File: src/rtl/cam_capture_ctrl_pkg.sv
// rtl/cam_capture_ctrl_pkg.sv - shared camera capture types and frame constants
package cam_capture_ctrl_pkg;

  typedef enum logic [2:0] {
    ST_IDLE    = 3'd0,
    ST_SYNC_HI = 3'd1,
    ST_SYNC_LO = 3'd2,
    ST_CAPTURE = 3'd3,
    ST_FINISH  = 3'd4
  } cam_state_e;

  localparam int PIXEL_WIDTH    = 16;
  localparam int DEF_IMG_WIDTH  = 40;
  localparam int DEF_IMG_HEIGHT = 30;
  localparam int FRAME_PIXELS   = DEF_IMG_WIDTH * DEF_IMG_HEIGHT;

endpackage

File: src/rtl/cam_capture_ctrl.sv
// rtl/cam_capture_ctrl.sv - frame-aligned camera capture into the image scratchpad
module cam_capture_ctrl
  import cam_capture_ctrl_pkg::*;
#(
  parameter int IMG_WIDTH  = DEF_IMG_WIDTH,
  parameter int IMG_HEIGHT = DEF_IMG_HEIGHT,
  parameter int ADDR_WIDTH = 11
) (
  input  logic                   clk,
  input  logic                   reset,
  input  logic                   start,
  input  logic                   cam_vsync,
  input  logic                   cam_href,
  input  logic [7:0]             cam_dat,
  output logic                   cam_dat_en,
  output logic                   wr_en,
  output logic [ADDR_WIDTH-1:0]  wr_addr,
  output logic [PIXEL_WIDTH-1:0] wr_data,
  output logic                   busy,
  output logic                   done,
  output logic                   frame_err
);

  // Counters are sized to hold the saturation value itself.
  localparam int PCW = $clog2(IMG_WIDTH + 1);
  localparam int LCW = $clog2(IMG_HEIGHT + 1);
  localparam logic [PCW-1:0]        PIX_MAX   = PCW'(IMG_WIDTH);
  localparam logic [LCW-1:0]        LINE_MAX  = LCW'(IMG_HEIGHT);
  localparam logic [ADDR_WIDTH-1:0] LINE_STEP = ADDR_WIDTH'(IMG_WIDTH);

  cam_state_e             state_q, state_d;
  logic                   phase_q, phase_d;
  logic [7:0]             hi_byte_q, hi_byte_d;
  logic [PCW-1:0]         pixel_cnt_q, pixel_cnt_d;
  logic [LCW-1:0]         line_cnt_q, line_cnt_d;
  logic [ADDR_WIDTH-1:0]  line_base_q, line_base_d;
  logic                   href_q, href_d;
  logic                   wr_en_q, wr_en_d;
  logic [ADDR_WIDTH-1:0]  wr_addr_q, wr_addr_d;
  logic [PIXEL_WIDTH-1:0] wr_data_q, wr_data_d;
  logic                   frame_err_q, frame_err_d;

  // State and datapath registers with synchronous reset.
  always_ff @(posedge clk) begin
    if (reset) begin
      state_q     <= ST_IDLE;
      phase_q     <= 1'b0;
      hi_byte_q   <= 8'h00;
      pixel_cnt_q <= '0;
      line_cnt_q  <= '0;
      line_base_q <= '0;
      href_q      <= 1'b0;
      wr_en_q     <= 1'b0;
      wr_addr_q   <= '0;
      wr_data_q   <= '0;
      frame_err_q <= 1'b0;
    end else begin
      state_q     <= state_d;
      phase_q     <= phase_d;
      hi_byte_q   <= hi_byte_d;
      pixel_cnt_q <= pixel_cnt_d;
      line_cnt_q  <= line_cnt_d;
      line_base_q <= line_base_d;
      href_q      <= href_d;
      wr_en_q     <= wr_en_d;
      wr_addr_q   <= wr_addr_d;
      wr_data_q   <= wr_data_d;
      frame_err_q <= frame_err_d;
    end
  end

  // Sequencer: frame alignment, byte pairing, write clipping and line/frame accounting.
  always_comb begin
    state_d     = state_q;
    phase_d     = phase_q;
    hi_byte_d   = hi_byte_q;
    pixel_cnt_d = pixel_cnt_q;
    line_cnt_d  = line_cnt_q;
    line_base_d = line_base_q;
    href_d      = 1'b0;
    wr_en_d     = 1'b0;
    wr_addr_d   = wr_addr_q;
    wr_data_d   = wr_data_q;
    frame_err_d = frame_err_q;

    case (state_q)
      ST_IDLE: begin
        if (start) begin
          state_d     = ST_SYNC_HI;
          frame_err_d = 1'b0;
          phase_d     = 1'b0;
          pixel_cnt_d = '0;
          line_cnt_d  = '0;
          line_base_d = '0;
        end
      end

      ST_SYNC_HI: begin
        if (cam_vsync) begin
          state_d = ST_SYNC_LO;
        end
      end

      ST_SYNC_LO: begin
        if (!cam_vsync) begin
          state_d = ST_CAPTURE;
        end
      end

      ST_CAPTURE: begin
        // The edge detector only tracks href while capturing so a stale
        // high level from blanking can never fake a line end.
        href_d = cam_href;
        if (cam_href) begin
          if (!phase_q) begin
            hi_byte_d = cam_dat;
            phase_d   = 1'b1;
          end else begin
            phase_d = 1'b0;
            if (pixel_cnt_q < PIX_MAX) begin
              wr_en_d     = 1'b1;
              wr_addr_d   = line_base_q + ADDR_WIDTH'(pixel_cnt_q);
              wr_data_d   = {hi_byte_q, cam_dat};
              pixel_cnt_d = pixel_cnt_q + PCW'(1);
            end
          end
        end else if (href_q) begin
          if (pixel_cnt_q < PIX_MAX) begin
            frame_err_d = 1'b1;
          end
          line_base_d = line_base_q + LINE_STEP;
          line_cnt_d  = line_cnt_q + LCW'(1);
          pixel_cnt_d = '0;
          phase_d     = 1'b0;
          if (line_cnt_d == LINE_MAX) begin
            state_d = ST_FINISH;
          end
        end
        // A line end completing the frame on this edge takes precedence
        // over a simultaneous vsync rise.
        if (cam_vsync && (state_d != ST_FINISH)) begin
          frame_err_d = 1'b1;
          state_d     = ST_FINISH;
        end
      end

      ST_FINISH: begin
        state_d = ST_IDLE;
      end

      default: begin
        state_d = ST_IDLE;
      end
    endcase
  end

  assign busy       = (state_q == ST_SYNC_HI) || (state_q == ST_SYNC_LO) || (state_q == ST_CAPTURE);
  assign cam_dat_en = (state_q == ST_SYNC_LO) || (state_q == ST_CAPTURE);
  assign done       = (state_q == ST_FINISH);
  assign wr_en      = wr_en_q;
  assign wr_addr    = wr_addr_q;
  assign wr_data    = wr_data_q;
  assign frame_err  = frame_err_q;

endmodule
File: config.mk
export PLATFORM = sky130hd
export DESIGN_NAME = cam_capture_ctrl
export DESIGN_NICKNAME = d
export VERILOG_FILES = /design/src/rtl/cam_capture_ctrl_pkg.sv /design/src/rtl/cam_capture_ctrl.sv
export SDC_FILE = /design/constraint.sdc
export NUM_CORES = 1
export LEC_CHECK = 0
export ABC_AREA = 1
export CAP_MARGIN = 20
export CORE_ASPECT_RATIO = 0.5
export CORE_MARGIN = 2
export CORE_UTILIZATION = 50
export CTS_CLUSTER_DIAMETER = 40
export CTS_CLUSTER_SIZE = 16
export DETAILED_ROUTE_END_ITERATION = 12
export GPL_TIMING_DRIVEN = 0
export HOLD_SLACK_MARGIN = 0.06
export PLACE_DENSITY = 0.8
export SYNTH_ARGS = -nofsm -noshare
export SYNTH_HDL_FRONTEND = slang
export SYNTH_SLANG_ARGS = --single-unit
File: constraint.sdc
create_clock -name clk -period 2.21 [get_ports clk]
set_clock_uncertainty 0.15 [all_clocks]
set_input_delay 0.442 -clock clk [delete_from_list [all_inputs] [get_ports clk]]
set_output_delay 0.442 -clock clk [all_outputs]
set_load 0.05 [all_outputs]
* Yosys cells after proc, flatten, opt, wreduce, memory -nomap -nowiden
Cells that the tools add are included.
Storage, ports and cells: register bits after elaboration 64
Cells by class: eq/ne operators 17, multiplexer cells 34, add/sub/neg operators 4, $lt $le $gt $ge 1, reduce and logical (&&, ||, !) cells 15, bitwise operators 3
Operators by type and width (count):
- two-way mux 11 bit | 3
- two-way mux 6 bit | 5
- two-way mux 3 bit | 8
- one-hot mux 11 bit (2 select lines) | 1
- != test 3 bit (second input constant) | 7
- two-way mux 5 bit | 3
- one-hot mux 3 bit (4 select lines) | 1
- one-hot mux 6 bit (2 select lines) | 1
- adder 11 x 6 -> 11 bit | 1
- adder 11 x 6 -> 11 bit (second input constant) | 1
- != test 2 bit (second input constant) | 5
- one-hot mux 5 bit (2 select lines) | 1
- AND reduction 5 bit | 2
- two-way mux 1 bit | 9
- AND reduction 3 bit | 3
- AND reduction 4 bit | 2
- adder 6 x 1 -> 6 bit (second input constant) | 1
- equality test 3 x 2 -> 1 bit (second input constant) | 2
- less-than comparator 6 bit (second input constant) | 1
- adder 5 x 1 -> 5 bit (second input constant) | 1
- equality test 5 bit (second input constant) | 1
- one-hot mux 1 bit (2 select lines) | 2
- OR reduction 4 bit | 1
- equality test 3 x 1 -> 1 bit (second input constant) | 1
- 7 further kinds | 11

* Depth between registers and ports, before layout
word-level depth 10, depth in mapped cells 11, gate-level depth less buffers 11

* Worst setup path before layout
Ideal clock, no wire load.
path kind register -> register, from register state_q[1], to register state_q[1], path slack 0.294 ns, period minus slack after synthesis 1.916 ns, data arrival time 1.696 ns, stages on the path, launching flop included 6, data required time 1.989 ns, cells stage by stage dfxtp_1 -> inv_1 -> a21oi_1 -> nor3b_1 -> nand2_1 -> a21oi_1
On the way: cells in the longest elaborated chain, start to end 8, elaborated cells between the ends (all ways) 16, those cells by class eq/ne: 7; mux: 6; reduce/logical: 3
Ends and longest elaborated chain:
- start, declared | RTL line cam_capture_ctrl.sv:31 | cam_state_e state_q, state_d;
- start signal, assigned | RTL line cam_capture_ctrl.sv:58 | state_q <= state_d;
- two-way mux 3 bit | RTL line cam_capture_ctrl.sv:135 | if (line_cnt_d == LINE_MAX) begin
- two-way mux 3 bit | RTL line cam_capture_ctrl.sv:127 | end else if (href_q) begin
- two-way mux 3 bit | RTL line cam_capture_ctrl.sv:114 | if (cam_href) begin
- two-way mux 3 bit | RTL line cam_capture_ctrl.sv:86 | case (state_q)
- != test 3 bit | RTL line cam_capture_ctrl.sv:141 | if (cam_vsync && (state_d != ST_FINISH)) begin
- logical AND 1 bit | RTL line cam_capture_ctrl.sv:141
- two-way mux 3 bit | RTL line cam_capture_ctrl.sv:141
- one-hot mux 3 bit (4 select lines) | RTL line cam_capture_ctrl.sv:86
Several ways; a longest one is shown, not always the timed one. The select of a mux whose other input is x is not followed. A chain may end at the register's enable or synchronous reset.

* Worst setup path after layout
from register wr_data_q[3] (netlist: wr_data[3]), to output wr_data[3]
RTL lines:
- start, declared | RTL line cam_capture_ctrl.sv:40 | logic [PIXEL_WIDTH-1:0] wr_data_q, wr_data_d;
- start signal, assigned | RTL line cam_capture_ctrl.sv:67 | wr_data_q <= wr_data_d;
- end, declared | RTL line cam_capture_ctrl.sv:18 | output logic [PIXEL_WIDTH-1:0] wr_data,
No word-level cell between the ends.

==> flow_metrics.env <==
export IMPL_outcome="completed"
export IMPL_antenna_found_initial=0
export IMPL_row_count=19
export IMPL_ir_worst_vdd_uv=412
export IMPL_clock_sinks=61
export IMPL_crit_path_top_delay_cell="clkdlybuf4s50_1"
export IMPL_worstPathArrival_ns=1.49
export IMPL_finalWirelength_mm=6.41
export IMPL_numPortBuffers=44
export IMPL_rr_startpoint="pixel_cnt_q[3]$_SDFFE_PP0P_"
export IMPL_yosysTopAreaCell="dfxtp_1"
export IMPL_grt_overflow=0
export IMPL_core_area_sq_um=5400
export IMPL_seq_area_sq_um=1220
export IMPL_path_cells="clkdlybuf4s50_1"
export IMPL_avgRoutedWirePerCell_um=12.7
export IMPL_end_kind="output pin"
export IMPL_ios=45
export IMPL_hp_start="frame_err$_SDFFE_PP0P_"
export IMPL_drive_above_1_share=0.102
export IMPL_route_vias_total=2617
export IMPL_fp_dieW_um=109
export IMPL_cts_buffers=9
export IMPL_nets=446
export IMPL_grtUsageTotal=0.230
export IMPL_synth_distinct_cells=33
export IMPL_clk_pin_slew_ns=0.07
export IMPL_path_buf_inv=1
export IMPL_synth_area_per_cell_sq_um=7.42
export IMPL_worstSkewPairLatency_ns=0.33
export IMPL_num_fill_cells=451
export IMPL_r2r_slack_ns=0.34
export IMPL_fin_util=0.645
export IMPL_htree_num_levels=3
export IMPL_crit_path_start_kind="flip-flop"
export IMPL_grt_pass1_vias=2473
export IMPL_dp_hpwl_mm=4.66
export IMPL_cap_violations=0
export IMPL_drt_vias_per_instance=5.20
export IMPL_netlist_area_sq_um=2750
export IMPL_synth_seq_cells=61
export IMPL_whs_endpoint="frame_err$_SDFFE_PP0P_"
export IMPL_crit_type="flip-flop to output pin"
export IMPL_holdWs_ns=0.324
export IMPL_antennaDiodeCount=0
export IMPL_area_growth_pct=26.6
export IMPL_grt_max_degree=11
export IMPL_grt_pass1_wl_mm=11.1
export IMPL_power_density_nw_per_um2=777
export IMPL_leakage_uw=0.00157
export IMPL_drcViolationCount=0
export IMPL_fin_crit_ns=2.08
export IMPL_worst_pin_slew_ns=0.510
export IMPL_globalplace_congestion=0.847
export IMPL_max_freq_mhz=481
export IMPL_holdPathStages=2
export IMPL_firstDrtPassIters=5
export IMPL_fp_dieH_um=56.5
export IMPL_place_ws_ns=-0.0179
export IMPL_rsz0062_at_grt="false"
export IMPL_critPathMaxStageDelay_ns=0.81
export IMPL_seq_area_frac_synth=0.444
export IMPL_slew_viol_final=0
export IMPL_finalSetupViolations=0
export IMPL_drt_iter0_drc=135
export IMPL_syn_inst=371
export IMPL_cts_tree="done"
export IMPL_final_area_sq_um=3480
export IMPL_finalWorstSetupSlack_ns=0.130
export IMPL_cpLargestDelayFamily="buffers and inverters"
export IMPL_reg2reg_to="wr_data[9]$_SDFFE_PP0P_"
export IMPL_slew_headroom=0.659
export IMPL_synth_top_area_frac=0.444
export IMPL_synth_area_leaders="dfxtp_1 (44%), nor2_1 (11%), o21ai_0 (8.0%), nand2_1 (7.6%), inv_1 (4.2%)"
export IMPL_critPathMaxFanout=2
export IMPL_cts_buffer_depth=2
export IMPL_cts_root_buf="clkbuf_8"
export IMPL_rr_worst_depth=7
export IMPL_hold_viol_final=0
export IMPL_synth_nets=391
export IMPL_multi_input_area_sq_um=1310
export IMPL_min_path_type="flip-flop to flip-flop"
export IMPL_cp_required_ns=1.62
export IMPL_die_area_sq_um=6150
export IMPL_final_common_cell="nor2_1"
export IMPL_start_util=0.510
export IMPL_ys_warn_count=0
export IMPL_place_area_sq_um=3280
export IMPL_power_uw=2710
export IMPL_fin_crit_sh=0.941
export IMPL_mostFrequentLayoutCells="nor2_1 (77), dfxtp_1 (61), nand2_1 (56)"
export IMPL_holdBufCountCts=0
export IMPL_ant_nets=0
area by class of cell:
type                    instances  area share
inverters                      38      0.0417
well taps                      73      0.0262
plain buffers                  11      0.0216
flip-flops and latches         61       0.351
clock inverters                 4      0.0208
multi-input cells             261       0.376
repair buffers                 44       0.122
clock buffers                  11      0.0406
layer usage:
layer | vias up | global-route usage | part of all wire
li1 | 1311 | - | -
met5 | - | 0 | 0
met4 | 0 | 0.0714 | 0.014
met1 | 1223 | 0.300 | 0.47
met2 | 68 | 0.360 | 0.46
met3 | 15 | 0.0767 | 0.053
worst min-delay path, delay by kind of cell (launching register included):
kind / cells / cell delay, ns
AOI/OAI and AO/OA: 1 / 0.06
buffers and inverters: 1 / 0.05
DFF: 1 / 0.31
worst max-delay path by stage:
stage	slack (ns)	endpoint	depth (start not counted)	startpoint
final	0.13	wr_data[3]	1	wr_data[3]$_SDFFE_PP0P_
after global routing	0.005	cam_dat_en	5	state_q[1]$_SDFFE_PP0P_
after CTS	0.02	done	4	state_q[1]$_SDFFE_PP0P_
after detailed placement	-0.02	cam_dat_en	5	state_q[1]$_SDFFE_PP0P_
after global placement	0.03	cam_dat_en	5	state_q[1]$_SDFFE_PP0P_
after floorplan	0.29	state_q[1]$_SDFFE_PP0P_	5	state_q[1]$_SDFFE_PP0P_
where the power goes:
| group | leakage, uW | total (uW) | internal (uW) | switching [uW] |
|---|---|---|---|---|
| combinational | 0.000971 | 435 | 136 | 299 |
| sequential | 0.000493 | 1190 | 1140 | 47.6 |
| clock | 0.000105 | 1080 | 658 | 422 |
| total | 0.00157 | 2710 | 1940 | 769 |
synthesized netlist by cell type:
cell type,instances
a21o_1,1
a21oi_1,23
a31oi_1,1
buf_4,3
buf_6,3
clkbuf_1,5
dfxtp_1,61
ha_1,7
inv_1,31
inv_2,6
inv_4,1
nand2_1,56
nand2_2,1
nand2_4,2
nand3_1,19
nand3_2,1
nand3_4,1
nand3b_1,1
nand4_1,4
nor2_1,77
nor2_2,3
nor2_4,2
nor2_8,1
nor3_1,5
nor3_4,1
nor3b_1,1
o211a_1,2
o211ai_1,1
o21ai_0,44
o21ai_1,1
or2_2,2
xnor2_1,1
xor2_1,3
stage by stage:
| step | setup TNS [ns] | instances |
|---|---|---|
| after floorplan | 0 | 371 |
| after global placement | 0 | 488 |
| after detailed placement | -0.0179 | 488 |
| after CTS | 0 | 503 |
| after global routing | 0 | 503 |
| final | 0 | 503 |
registers in the layout (all words and copies together), names as in the netlist:
name         cells
wr_data         16
wr_addr         11
hi_byte_q        8
line_base_q      8
pixel_cnt_q      6
line_cnt_q       5
state_q          3
frame_err        1
href_q           1
phase_q          1
wr_en            1
what timing repair did:
item,in CTS,in global routing
pin swaps,0,0
buffers inserted,0,0
setup endpoints to repair,3,3
cloned,0,0
gates resized for setup,5,6
kinds of logic after synthesis:
group | Yosys count | share of synthesized area
flip-flops | 61 | 0.444
buffers and inverters | 49 | 0.0800
AO/OA/AOI/OAI | 73 | 0.139
adder cells (fa/ha/maj) | 7 | 0.0318
AND/OR/NAND/NOR | 177 | 0.293
XOR/XNOR | 4 | 0.0127
Note: power is estimated with default switching activity, not from simulation.
